`config.mk`:
```
export PLATFORM = sky130hd
export DESIGN_NAME = reaction_controller
export DESIGN_NICKNAME = d
export VERILOG_FILES = /design/src/rtl/reaction_controller.sv
export SDC_FILE = /design/constraint.sdc
export NUM_CORES = 1
export LEC_CHECK = 0
export ABC_AREA = 1
export BUFFER_PORTS_ARGS = -buffer_cell sky130_fd_sc_hd__buf_2
export CORE_MARGIN = 3
export CORE_UTILIZATION = 60
export DETAILED_ROUTE_END_ITERATION = 10
export PLACE_DENSITY = 0.84
export RECOVER_POWER = 50
export SLEW_MARGIN = 20
export SYNTH_ARGS = -nofsm -noshare
export SYNTH_HDL_FRONTEND = slang
export SYNTH_SLANG_ARGS = --single-unit
```
`constraint.sdc`:
```
create_clock -name clk_50M -period 5.8 [get_ports clk_50M]
set_clock_uncertainty 0.15 [all_clocks]
set_input_delay 1.16 -clock clk_50M [delete_from_list [all_inputs] [get_ports clk_50M]]
set_output_delay 1.16 -clock clk_50M [all_outputs]
set_load 0.01 [all_outputs]
```
`src/rtl/reaction_controller.sv`:
```
// reaction_controller: round sequencer for the reaction-time tester.
// Random wait, GO lamp, counter run/freeze, false-start, timeout, best time.
//
// Ports:
//   clk_50M      clock, all logic on rising edge
//   rst          synchronous active-high reset
//   btn_start    debounced start button (level)
//   btn_react    debounced reaction button (level)
//   CounterOut   current ms count from the counter (saturates at 999)
//   CounterFlag  counter control: 00 clear, 01 hold, 10 count
//   state        round state code for the display
//   led_wait     lit while waiting for GO
//   led_go       lit while the player must react
//   foul         lit after a false start
//   timeout      lit after the counter saturated
//   best_ms      best valid reaction time since reset
module reaction_controller #(
    parameter int TICK_CYCLES  = 50000,
    parameter int MIN_DELAY_MS = 1000
) (
    input  logic       clk_50M,
    input  logic       rst,
    input  logic       btn_start,
    input  logic       btn_react,
    input  logic [9:0] CounterOut,
    output logic [1:0] CounterFlag,
    output logic [2:0] state,
    output logic       led_wait,
    output logic       led_go,
    output logic       foul,
    output logic       timeout,
    output logic [9:0] best_ms
);

    localparam int PRE_W =
        (TICK_CYCLES > 1) ? $clog2(TICK_CYCLES) : 1;
    localparam logic [PRE_W-1:0] PRE_MAX =
        PRE_W'(TICK_CYCLES - 1);
    localparam logic [9:0]  CNT_SAT   = 10'd999;
    localparam logic [15:0] LFSR_SEED = 16'hACE1;

    typedef enum logic [2:0] {
        S_IDLE    = 3'd0,
        S_ARM     = 3'd1,
        S_GO      = 3'd2,
        S_DONE    = 3'd3,
        S_FOUL    = 3'd4,
        S_TIMEOUT = 3'd5
    } state_t;

    state_t           st;
    state_t           st_nxt;
    logic             prev_start;
    logic             prev_react;
    logic             start_edge;
    logic             react_edge;
    logic [15:0]      lfsr;
    logic             lfsr_fb;
    logic [11:0]      delay_ms;
    logic [11:0]      ms_cnt;
    logic [PRE_W-1:0] pre;
    logic             pre_wrap;
    logic             arm_done;
    logic             arm_entry;
    logic             cap_pending;

    function automatic logic [1:0] flag_of(input state_t s);
        case (s)
            S_GO:                      return 2'b10;
            S_DONE, S_FOUL, S_TIMEOUT: return 2'b01;
            default:                   return 2'b00;
        endcase
    endfunction

    assign state = st;

    always_comb begin
        start_edge = btn_start & ~prev_start;
        react_edge = btn_react & ~prev_react;
        // Fibonacci taps 16/14/13/11 in right-shift form
        lfsr_fb    = lfsr[0] ^ lfsr[2] ^ lfsr[3] ^ lfsr[5];
        pre_wrap   = (pre == PRE_MAX);
        arm_done   = pre_wrap && ((ms_cnt + 12'd1) == delay_ms);
    end

    always_comb begin
        st_nxt = st;
        case (st)
            S_IDLE: begin
                if (start_edge)
                    st_nxt = S_ARM;
            end
            S_ARM: begin
                // a press that lands with the GO tick is still a foul
                if (react_edge)
                    st_nxt = S_FOUL;
                else if (arm_done)
                    st_nxt = S_GO;
            end
            S_GO: begin
                // a press that lands with saturation still counts
                if (react_edge)
                    st_nxt = S_DONE;
                else if (CounterOut == CNT_SAT)
                    st_nxt = S_TIMEOUT;
            end
            S_DONE, S_FOUL, S_TIMEOUT: begin
                if (start_edge)
                    st_nxt = S_ARM;
                else if (react_edge)
                    st_nxt = S_IDLE;
            end
            default: st_nxt = S_IDLE;
        endcase
        arm_entry = (st_nxt == S_ARM) && (st != S_ARM);
    end

    always_ff @(posedge clk_50M) begin
        if (rst) begin
            st          <= S_IDLE;
            prev_start  <= 1'b1;
            prev_react  <= 1'b1;
            lfsr        <= LFSR_SEED;
            delay_ms    <= '0;
            ms_cnt      <= '0;
            pre         <= '0;
            cap_pending <= 1'b0;
            best_ms     <= CNT_SAT;
            CounterFlag <= 2'b00;
            led_wait    <= 1'b0;
            led_go      <= 1'b0;
            foul        <= 1'b0;
            timeout     <= 1'b0;
        end else begin
            st         <= st_nxt;
            prev_start <= btn_start;
            prev_react <= btn_react;
            lfsr       <= {lfsr_fb, lfsr[15:1]};

            if (arm_entry) begin
                delay_ms <= 12'(MIN_DELAY_MS)
                          + {1'b0, lfsr[10:0]};
                ms_cnt   <= '0;
                pre      <= '0;
            end else if (st == S_ARM) begin
                if (pre_wrap) begin
                    pre    <= '0;
                    ms_cnt <= ms_cnt + 12'd1;
                end else begin
                    pre <= pre + PRE_W'(1);
                end
            end

            // capture one edge late so the counter's final
            // increment (it still saw 10) is included
            if (cap_pending && st == S_DONE &&
                CounterOut < best_ms)
                best_ms <= CounterOut;
            cap_pending <= (st_nxt == S_DONE) && (st != S_DONE);

            CounterFlag <= flag_of(st_nxt);
            led_wait    <= (st_nxt == S_ARM);
            led_go      <= (st_nxt == S_GO);
            foul        <= (st_nxt == S_FOUL);
            timeout     <= (st_nxt == S_TIMEOUT);
        end
    end

endmodule

```
==> summary.txt <==
GRT
  – Vias in the first global route: 3474
  – Remaining Overflow, GRT: 0
  – Initial antenna violation count: 0
  – Largest net degree at the start of global routing: 30
  – All-Layer GR Usage: 0.2487
  – First-pass GRT wire length: 15090 um

Run
  – Max-cap check violation count: 0

STA
  – Fin crit share: 0.6617
  – Tmin final: 3.838 ns
  – Final setup viols: 0
  – Slew Limit Fails: 0
  – Worst setup margin: 1.962 ns
  – Final Hold Viols: 0
  – Setup_tns: 0 ns
  – Slew margin rel.: 0.2844
  – RSZ-0062 raised after global routing: no
  – Fmax achieved: 260.6 MHz
  – Worst Tran Pin Value: 1.073 ns

Worst setup path
  – Worst Setup End Kind: flip-flop
  – Crit Path Category: input pin to flip-flop
  – Startpoint Class: input pin
  – Worst-path fanout max: 29
  – Critical Path RT: 5.91 ns
  – CP Data Arrival Time: 3.95 ns

Power and ir drop
  – Worst VDD drop: 206.4 uV
  – Pwr Density: 264.1 nW/um^2
  – Static leakage: 1.911 nW

Clock tree
  – Num CTS Buffers: 9
  – Clock tree buffer depth: 2
  – Hold buffer count at cts: 0
  – Clock-pin slew on the worst setup and hold paths: 0.08 ns
  – CTS root buffer: clkbuf_8
  – Worst skew pair latency: 0.36 ns
  – Post-cts sizing count: 0
  – # Post-CTS Setup Buffers: 0
  – H-Tree Depth: 3
  – Sink Count: 77
  – CTS tree: done

Placed design
  – Post-DP HPWL: 6172 um
  – # port buffers: 32
  – Gpl congestion: 0.8357
  – Setup WS pre-CTS: 2.023 ns

Logic synthesis
  – Async S/R FF share, synth: 0
  – Seq/Total Area, Yosys: 0.3905
  – Yosys warns: 0
  – Mapped Avg Cell Area: 7.037 sq um
  – Post-synth top area cell: dfxtp_1
  – EDFF count, synth: 0
  – Synth Instances: 561
  – Synth top area share: 0.3905
  – Netlist Area Pre-Place: 3948 sq um
  – Synth top area cells: dfxtp_1 (39%), nand2_1 (13%), inv_1 (7.6%), nor2_1 (7.3%), a21oi_1 (4.1%)
  – Main flop type after synthesis: dfxtp_1
  – Distinct cell type count after synthesis: 33
  – Seq cells post-synth: 77
  – Synth Net Count: 587

Detailed routing
  – Post-Route WL: 8525 um
  – Residual DRC count: 0
  – DRT antenna net count: 0
  – Initial detailed-routing violation count: 245
  – DRT Pass-1 Iters: 4
  – DR vias: 3547
  – Vias per cell: 5.286
  – Wire per inst: 12.70 um

Outcome
  – Status: completed

Die
  – IO Count: 33
  – Core region area: 6131 sq um
  – Rows: 28
  – Initial Util: 0.6439
  – DIE AREA: 7588 sq um
  – Die Wd: 87.11 um
  – Die Ht: 87.11 um

Hold path
  – Worst hold path class: flip-flop to flip-flop

Layout
  – Register area: 1541 sq um
  – Antenna diode count: 0
  – Syn-to-layout area delta: 9.160%
  – Area of the multi-input gates: 2011 sq um
  – Ratio of cells with drive above 1 in the final layout: 0.09060
  – Nets: 618
  – Fill cells: 504
-- layout by cell type (no fill, tap or decap), types with 2 or more instances in the layout --
master / n
nor2_4: 14
nand2_1: 132
xor2_1: 16
inv_1: 80
nor2_2: 2
inv_6: 2
o21bai_1: 2
bufinv_16: 2
a21oi_1: 32
nor3_1: 18
buf_2: 11
o211ai_1: 3
clkinv_1: 2
nor2_1: 78
ha_1: 12
clkbuf_8: 9
xnor2_1: 6
clkbuf_1: 21
nand3_1: 26
nor4_1: 4
o21ai_0: 21
dfxtp_1: 77
or2_2: 7
nand2_2: 3
nand4_1: 7
-- kinds of logic after synthesis --
family,after synthesis,share of synthesized area
xor gates and xnor gates,22,0.04881
DFF,77,0.3905
adders and majority gates,12,0.03803
buffers and inverters,95,0.09826
AOI/OAI and AO/OA,62,0.08336
and+or+nand+nor,293,0.3410
-- power by group --
group / internal, mW / switching [mW]
clock: 0.244 / 0.210
combinational: 0.0402 / 0.0789
sequential: 0.551 / 0.0138
total: 0.835 / 0.303
-- sequential cells by signal (all words and copies together) (netlist names) --
name,flops
lfsr,16
pre,16
delay_ms,12
ms_cnt,12
best_ms,10
state,3
CounterFlag,2
cap_pending,1
foul,1
led_wait,1
prev_react,1
prev_start,1
timeout,1
-- worst max-delay path, stage by stage --
cell and delay, ns:
clkbuf_1 0.77, clkinv_1 0.83, nand2_2 0.92, nand2_1 0.11
nand2_1 0.10, inv_1 0.04
-- worst paths after layout --
check                              start                        to  slack, ns  cells after the start
hold reg to reg      lfsr[13]$_SDFF_PP1_       lfsr[12]$_SDFF_PP0_       0.26                      2
hold / removal       lfsr[13]$_SDFF_PP1_       lfsr[12]$_SDFF_PP0_       0.26                      2
setup reg to reg  ms_cnt[0]$_SDFFE_PP0P_  delay_ms[2]$_SDFFE_PP0P_       2.46                     15
setup / recovery                     rst  delay_ms[2]$_SDFFE_PP0P_       1.96                      6
-- metal layers --
layer	part of all wire	track usage
met1	0.44	0.3054
met5	0	0
met2	0.48	0.4072
met4	0.020	0.1060
met3	0.061	0.07096
-- layout make-up --
type                    count  share of cell area
multi-input cells         389              0.4666
flip-flops and latches     77              0.3577
inverters                  83             0.07230
repair buffers             32             0.03107
clock buffers               9             0.02875
clock inverters             6             0.02178
well taps                  75             0.02178
-- per-stage QoR --
| stage | cell area, sq um | total power, mW | util | hold WS [ns] | instances |
|---|---|---|---|---|---|
| after CTS | 4343 | 1.144 | 0.7084 | 0.2633 | 671 |
| after detailed placement | 4125 | 0.6963 | 0.6729 | 0.2471 | 656 |
| after floorplan | 3948 | 0.6725 | - | 0.2383 | 561 |
| after global routing | 4309 | 1.186 | 0.7029 | 0.2776 | 671 |
| final | 4309 | 1.138 | 0.7029 | 0.2568 | 671 |
| after global placement | 4125 | 0.6913 | 0.6729 | 0.2422 | 656 |
-- synthesized netlist by cell type, drive strengths merged (6+ instances only) --
| master | number |
|---|---|
| a21oi | 32 |
| buf | 6 |
| clkbuf | 6 |
| dfxtp | 77 |
| ha | 12 |
| inv | 81 |
| nand2 | 135 |
| nand3 | 26 |
| nand4 | 8 |
| nor2 | 94 |
| nor3 | 18 |
| o21ai | 22 |
| or2 | 7 |
| xnor2 | 6 |
| xor2 | 16 |
Power figures use the tool's default switching activity.
